===== config.mk =====
export PLATFORM = sky130hd
export DESIGN_NAME = snake_body_ctrl
export DESIGN_NICKNAME = d
export VERILOG_FILES = /design/src/rtl/snake_body_ctrl_pkg.sv /design/src/rtl/snake_body_ctrl_seg_buf.sv /design/src/rtl/snake_body_ctrl.sv
export SDC_FILE = /design/constraint.sdc
export NUM_CORES = 1
export LEC_CHECK = 0
export CAP_MARGIN = 10
export CELL_PAD_IN_SITES_DETAIL_PLACEMENT = 1
export CELL_PAD_IN_SITES_GLOBAL_PLACEMENT = 1
export CORE_ASPECT_RATIO = 0.75
export CORE_MARGIN = 2
export CORE_UTILIZATION = 59
export CTS_BUF_LIST = sky130_fd_sc_hd__clkbuf_8
export CTS_CLUSTER_DIAMETER = 40
export CTS_CLUSTER_SIZE = 28
export DETAILED_ROUTE_END_ITERATION = 10
export PLACE_DENSITY = 0.91
export SLEW_MARGIN = 10
export SYNTH_ARGS = -nofsm -noshare
export SYNTH_HDL_FRONTEND = slang
export SYNTH_SLANG_ARGS = --single-unit

===== constraint.sdc =====
create_clock -name clk -period 7.2 [get_ports clk]
set_clock_uncertainty 0.15 [all_clocks]
set_input_delay 1.44 -clock clk [delete_from_list [all_inputs] [get_ports clk]]
set_output_delay 1.44 -clock clk [all_outputs]
set_load 0.03 [all_outputs]

===== src/rtl/snake_body_ctrl_pkg.sv =====
// -----------------------------------------------------------------------------
// snake_body_ctrl_pkg
// Shared definitions for the snake movement engine: playfield geometry,
// heading codes, FSM state encoding, the segment cell type and the
// cell-to-pixel conversion used for head position and apple matching.
// -----------------------------------------------------------------------------
package snake_body_ctrl_pkg;

    localparam int GRID_W   = 32;   // cells, x = 0..31
    localparam int GRID_H   = 24;   // cells, y = 0..23
    localparam int CELL_PX  = 20;   // pixels per cell
    localparam int MAX_LEN  = 64;   // segment buffer depth (power of two, pointers wrap)
    localparam int INIT_LEN = 3;    // body length after reset

    localparam logic [4:0] START_X = 5'd16;
    localparam logic [4:0] START_Y = 5'd12;

    typedef enum logic [1:0] {
        DIR_UP    = 2'd0,
        DIR_RIGHT = 2'd1,
        DIR_DOWN  = 2'd2,
        DIR_LEFT  = 2'd3
    } dir_t;

    typedef enum logic [2:0] {
        ST_IDLE,
        ST_CALC,
        ST_CHECK,
        ST_COMMIT,
        ST_DEAD
    } state_t;

    typedef struct packed {
        logic [4:0] x;
        logic [4:0] y;
    } cell_t;

    // Pixel coordinate of a cell, truncated to the 10-bit pixel bus.
    function automatic logic [9:0] cell_to_px(input logic [4:0] c);
        logic [9:0] wide;
        wide = {5'b0, c};
        return wide * 10'(CELL_PX);
    endfunction

    // Opposite headings differ only in bit 1 (up/down, right/left).
    function automatic logic is_reverse(input dir_t a, input dir_t b);
        return (a ^ b) == 2'd2;
    endfunction

endpackage


===== src/rtl/snake_body_ctrl_seg_buf.sv =====
// -----------------------------------------------------------------------------
// snake_seg_buf
// Circular buffer of snake segments. Segment i lives at head_ptr + i, so a
// push writes one slot below the head and a pop simply shrinks the count.
// Ports:
//   clk, rst_n          clock, synchronous active-low reset (loads initial body)
//   push_head/push_cell new head entry
//   pop_tail            retire the tail (may coincide with push_head)
//   rd_idx -> rd_data   registered read, index relative to head
//   rd_valid            registered (rd_idx < count)
//   chk_idx -> chk_data combinational read for the collision scan
//   count               current number of segments
// -----------------------------------------------------------------------------
module snake_seg_buf
    import snake_body_ctrl_pkg::*;
(
    input  logic       clk,
    input  logic       rst_n,
    input  logic       push_head,
    input  cell_t      push_cell,
    input  logic       pop_tail,
    input  logic [5:0] rd_idx,
    output cell_t      rd_data,
    output logic       rd_valid,
    input  logic [5:0] chk_idx,
    output cell_t      chk_data,
    output logic [6:0] count
);

    cell_t      mem [MAX_LEN];
    logic [5:0] head_ptr;
    logic [5:0] rd_addr;
    logic [5:0] chk_addr;

    // 6-bit adds wrap modulo MAX_LEN, which is exactly the ring addressing.
    assign rd_addr  = head_ptr + rd_idx;
    assign chk_addr = head_ptr + chk_idx;
    assign chk_data = mem[chk_addr];

    always_ff @(posedge clk) begin
        if (!rst_n) begin
            head_ptr <= '0;
            count    <= 7'(INIT_LEN);
            // NOTE: the body storage is reset on purpose: reset must restore the
            // initial snake, so this array is built from flops, not a RAM macro.
            for (int i = 0; i < MAX_LEN; i++) begin
                mem[i] <= (i < INIT_LEN) ? cell_t'{x: START_X - 5'(i), y: START_Y}
                                         : cell_t'('0);
            end
            rd_data  <= '0;
            rd_valid <= 1'b0;
        end else begin
            // When full and not growing, the new head slot is the old tail slot,
            // which is the one being retired in the same cycle.
            if (push_head) begin
                mem[head_ptr - 6'd1] <= push_cell;
                head_ptr             <= head_ptr - 6'd1;
            end
            case ({push_head, pop_tail})
                2'b10:   count <= count + 7'd1;
                2'b01:   count <= count - 7'd1;
                default: count <= count;
            endcase
            // Reads sample pre-update contents, so a read during a push sees
            // the body as it was before the commit.
            rd_data  <= mem[rd_addr];
            rd_valid <= {1'b0, rd_idx} < count;
        end
    end

endmodule


===== src/rtl/snake_body_ctrl.sv =====
// -----------------------------------------------------------------------------
// snake_body_ctrl
// Snake movement engine: one step per move_tick. Computes the next head,
// detects wall hits, apple hits (growth) and self hits (one segment per
// cycle), then commits the new head into the segment buffer.
// Ports:
//   clk, rst_n            clock, synchronous active-low reset
//   move_tick, dir_req    step request and requested heading
//   applex, appley        apple position in pixels
//   newposx, newposy      head position in pixels (registered)
//   len                   current length
//   busy, ate, game_over  status: step in progress, grew this step, dead
//   rd_idx -> rd_x/rd_y   renderer read port, 1-cycle latency, with rd_valid
// -----------------------------------------------------------------------------
module snake_body_ctrl
    import snake_body_ctrl_pkg::*;
(
    input  logic       clk,
    input  logic       rst_n,
    input  logic       move_tick,
    input  logic [1:0] dir_req,
    input  logic [9:0] applex,
    input  logic [9:0] appley,
    output logic [9:0] newposx,
    output logic [9:0] newposy,
    output logic [6:0] len,
    output logic       busy,
    output logic       ate,
    output logic       game_over,
    input  logic [5:0] rd_idx,
    output logic [4:0] rd_x,
    output logic [4:0] rd_y,
    output logic       rd_valid
);

    localparam logic signed [5:0] X_MAX = 6'(GRID_W - 1);
    localparam logic signed [5:0] Y_MAX = 6'(GRID_H - 1);

    state_t     state;
    dir_t       heading;
    cell_t      head;
    cell_t      next_head;
    logic       grow;
    logic [5:0] chk_idx;
    logic [6:0] chk_n;

    logic signed [5:0] dx, dy, nx, ny;
    logic       off_grid;
    logic       grow_calc;
    cell_t      chk_data;
    cell_t      rd_data;
    logic       push_head;
    logic       pop_tail;

    // Next-head arithmetic in 6-bit signed so stepping off either edge is
    // visible as a negative value or a value beyond the grid.
    always_comb begin
        // NOTE: combinational outputs get a default first so no path leaves
        // them unassigned and infers a latch.
        dx = '0;
        dy = '0;
        case (heading)
            DIR_UP:    dy = -6'sd1;
            DIR_RIGHT: dx =  6'sd1;
            DIR_DOWN:  dy =  6'sd1;
            DIR_LEFT:  dx = -6'sd1;
            default: ;
        endcase
        nx        = $signed({1'b0, head.x}) + dx;
        ny        = $signed({1'b0, head.y}) + dy;
        off_grid  = (nx < 6'sd0) || (nx > X_MAX) || (ny < 6'sd0) || (ny > Y_MAX);
        // A full snake cannot grow; it just moves.
        grow_calc = (cell_to_px(nx[4:0]) == applex) && (cell_to_px(ny[4:0]) == appley)
                    && (len != 7'(MAX_LEN));
    end

    assign push_head = (state == ST_COMMIT);
    assign pop_tail  = push_head && !grow;
    assign busy      = (state != ST_IDLE);
    assign rd_x      = rd_data.x;
    assign rd_y      = rd_data.y;

    snake_seg_buf u_seg_buf (
        .clk       (clk),
        .rst_n     (rst_n),
        .push_head (push_head),
        .push_cell (next_head),
        .pop_tail  (pop_tail),
        .rd_idx    (rd_idx),
        .rd_data   (rd_data),
        .rd_valid  (rd_valid),
        .chk_idx   (chk_idx),
        .chk_data  (chk_data),
        .count     (len)
    );

    // NOTE: all state below is sequential and uses non-blocking assignments so
    // every register samples pre-edge values regardless of statement order.
    always_ff @(posedge clk) begin
        if (!rst_n) begin
            state     <= ST_IDLE;
            heading   <= DIR_RIGHT;
            head      <= cell_t'{x: START_X, y: START_Y};
            next_head <= '0;
            grow      <= 1'b0;
            chk_idx   <= '0;
            chk_n     <= '0;
            newposx   <= cell_to_px(START_X);
            newposy   <= cell_to_px(START_Y);
            ate       <= 1'b0;
            game_over <= 1'b0;
        end else begin
            ate <= 1'b0;
            case (state)
                ST_IDLE: begin
                    if (move_tick) begin
                        if (!is_reverse(dir_t'(dir_req), heading))
                            heading <= dir_t'(dir_req);
                        state <= ST_CALC;
                    end
                end
                ST_CALC: begin
                    if (off_grid) begin
                        state <= ST_DEAD;
                    end else begin
                        next_head <= cell_t'{x: nx[4:0], y: ny[4:0]};
                        grow      <= grow_calc;
                        // Without growth the tail moves away this step, so it
                        // is excluded from the scan. len >= 2 keeps this >= 1.
                        chk_n     <= grow_calc ? len : len - 7'd1;
                        chk_idx   <= '0;
                        state     <= ST_CHECK;
                    end
                end
                ST_CHECK: begin
                    if (chk_data == next_head)
                        state <= ST_DEAD;
                    else if ({1'b0, chk_idx} == chk_n - 7'd1)
                        state <= ST_COMMIT;
                    else
                        chk_idx <= chk_idx + 6'd1;
                end
                ST_COMMIT: begin
                    head    <= next_head;
                    newposx <= cell_to_px(next_head.x);
                    newposy <= cell_to_px(next_head.y);
                    ate     <= grow;
                    state   <= ST_IDLE;
                end
                ST_DEAD: begin
                    game_over <= 1'b1;
                end
                default: state <= ST_IDLE;
            endcase
        end
    end

endmodule


==> impl_metrics.py <==
metrics = {
    "status": {
        "status": "completed",
    },
    "setup_path": {
        "startpoint_type": "register",
        "arrival_ns": 6.61,
        "path_common_cell": "o211ai_1",
        "crit_path_end_kind": "register",
        "max_stage_delay_ns": 1.20,
        "crit_chain": "ha_4 > inv_1 > fa_4 > buf_12 > mux4_1 > nor2_1 > a221oi_1 > mux2i_1 > o211ai_1 > o221ai_1 > nand2_1 > o2111ai_4 > o31ai_4 > o211ai_2 > o211ai_1",
        "crit_type": "register to register",
        "critPathSlowestCell": "fa_4",
        "r2r_slack_ns": 1.11,
        "cp.required_ns": 7.72,
        "cp_max_fo": 38,
    },
    "global_route": {
        "busiest_layer": "met2",
        "grt_pass1_vias": 30700,
        "grt_use_total_pct": 42.2,
        "grt_first_pass_wirelength_mm": 214,
        "grt_max_degree": 81,
        "grt_use_met2_pct": 65.0,
        "grt_overflow_total": 0,
        "antenna_found_initial": 12,
        "grtUsageMet1_pct": 54.5,
        "grt_use_met3_pct": 15.7,
    },
    "detailed_routing": {
        "antenna_left": 0,
        "first_pass_iters": 6,
        "wl_mm": 149,
        "wl_per_cell_um": 37.6,
        "drcViolationCount": 0,
        "avgViaCountPerCell": 7.64,
        "drtIter0Drc": 5087,
        "route.vias.total": 30200,
    },
    "synth": {
        "ys_types": 79,
        "yosysSeqAreaShare_pct": 51.6,
        "synth_area_sq_um": 40200,
        "synth.area.top_cells": "edfxtp_1 (48%), mux4_2 (18%), and2_1 (7.8%)",
        "synth_largest_area_cell": "edfxtp_1",
        "synth-edff-count": 640,
        "post_synth.cell_area_avg_sq_um": 13.5,
        "synth_flop_cell": "edfxtp_1",
        "ys_ff_latch": 717,
        "yosysWarnings": 0,
        "synth_top_area_share_pct": 47.8,
        "syn_inst": 2980,
        "synthArstFlopShare_pct": 0,
    },
    "floorplanning": {
        "rows": 82,
        "die_h_um": 230,
        "ios": 72,
        "die_w_um": 306,
        "core_sq_um": 67100,
        "initial_core_util_pct": 59.9,
        "die_area_sq_um": 70300,
    },
    "clock_tree": {
        "cts_max_level": 3,
        "clkLatencyLatePin_ns": 0.78,
        "cts_tree": "yes",
        "cts_inserted_buffers": 91,
        "hold_buffers": 0,
        "root_buffer": "clkbuf_8",
        "postCtsResizedCells": 0,
        "postCtsSetupBuffers": 0,
        "clk_path_buf_depth": 3,
        "path_clk_slew_ns": 0.09,
        "clock_sinks": 717,
    },
    "timing": {
        "setup_viol": 0,
        "fin_crit_sh_pct": 84.5,
        "fmax_ghz": 0.164,
        "hold_viol": 0,
        "worst_slew_pin_slew_ns": 1.15,
        "tns_ns": 0,
        "slew_violations": 0,
        "grt_setup_unrepaired": "no",
        "post-route-min-period_ns": 6.09,
        "maxSlewHeadroom_pct": 23.2,
    },
    "worst_hold_path": {
        "hold_path_class": "register to register",
    },
    "power_and_ir_drop": {
        "vdd_ir_drop_max_uv": 141,
        "power.density_nw_per_um2": 218,
        "p_leak_nw": 16.4,
    },
    "finish": {
        "syn_to_final_growth_pct": 9.66,
        "most-common-layout-cells": "edfxtp_1 (640), and2_1 (504), mux4_2 (327)",
        "postLayoutCellArea_sq_um": 44100,
        "finalNetCount": 3071,
        "mostFrequentLayoutCell": "edfxtp_1",
        "final_layout_size_suffix_gt1_share_pct": 21.6,
    },
    "placement": {
        "portBuffers": 67,
        "detailed_place_hpwl_mm": 97.5,
        "placed_area_sq_um": 41900,
        "gp_congestion": 0.976,
    },
    "run": {
        "max_cap_viol_count": 0,
    },
}
worst paths after layout:
path | end | depth (start not counted) | from
setup / recovery | chk_idx[4] | 15 | u_seg_buf.head_ptr[0]
hold reg to reg | head[1] | 2 | next_head[1]
setup reg to reg | chk_idx[4] | 15 | u_seg_buf.head_ptr[0]
hold / removal | head[1] | 2 | next_head[1]
power breakdown:
part | internal (mW) | switching [mW]
clock network | 1.69 | 1.97
logic | 0.475 | 0.712
registers | 4.65 | 0.136
Yosys cell counts (all sizes together), types with 56 or more instances:
library cell,instances
clkbuf,193
mux2i,127
nand2,124
xnor2,56
and2,505
dfxtp,77
and3,76
o21ai,81
nor2,171
a21oi,56
nor3,78
buf,85
mux4,332
edfxtp,640
per-layer routing:
metal	wire (um)	vias up
li1	-	11400
met1	50600	15300
met2	66700	2905
met3	23700	620
met4	7390	8
met5	152	-
through the flow:
| step | hold slack [ns] | std cells | power [mW] | worst slack [ns] | util (%) |
|---|---|---|---|---|---|
| 2_1_floorplan | 0.304 | 2983 | 5.52 | 2.62 | - |
| 3_3_place_gp | 0.293 | 3774 | 5.92 | 1.60 | 62.4 |
| 3_5_place_dp | 0.314 | 3774 | 5.99 | 1.51 | 62.4 |
| 4_1_cts | 0.329 | 3944 | 9.54 | 1.48 | 65.7 |
| 5_1_grt | 0.356 | 3945 | 9.77 | 0.950 | 65.7 |
| 6_report | 0.326 | 3950 | 9.63 | 1.11 | 65.7 |
logic make-up (layout without fill, tap and decap cells):
family | after synthesis | in the layout | synth area share, %
AND/OR/NAND/NOR | 1078 | 1078 | 14.6
buffers and inverters | 306 | 385 | 3.39
flip-flops | 717 | 717 | 51.6
adder cells (fa/ha/maj) | 55 | 55 | 1.82
XOR/XNOR | 87 | 87 | 1.98
other | 1 | 10 | 0.00932
multiplexers | 459 | 459 | 21.8
AO/OA/AOI/OAI | 277 | 277 | 4.75
critical path: cells and delay by family (launching register included):
family,cells,cell delay [ns]
AO/OA/AOI/OAI,7,2.53
adder cells (fa/ha/maj),2,1.42
buffers and inverters,2,0.41
flip-flops,1,0.64
multiplexers,2,0.54
AND/OR/NAND/NOR,2,0.25
flip-flops by register name, indices dropped and copies added, names as in the netlist, 7 cells and up:
signal and count:
chk_n 7, u_seg_buf.rd_data 10, u_seg_buf.count 7, u_seg_buf.mem 640, head 10, next_head 10
area by class of cell:
| type | count | area (sq um) |
|---|---|---|
| Inverter | 28 | 105 |
| Timing Repair Buffer | 187 | 1650 |
| Sequential cell | 717 | 20800 |
| Tap cell | 882 | 1100 |
| Clock inverter | 77 | 942 |
| Fill cell | 6203 | 23000 |
| Multi-Input combinational cell | 1960 | 18200 |
| Antenna cell | 6 | 15.0 |
| Clock buffer | 93 | 1280 |
(Power assumes the default switching activity.)
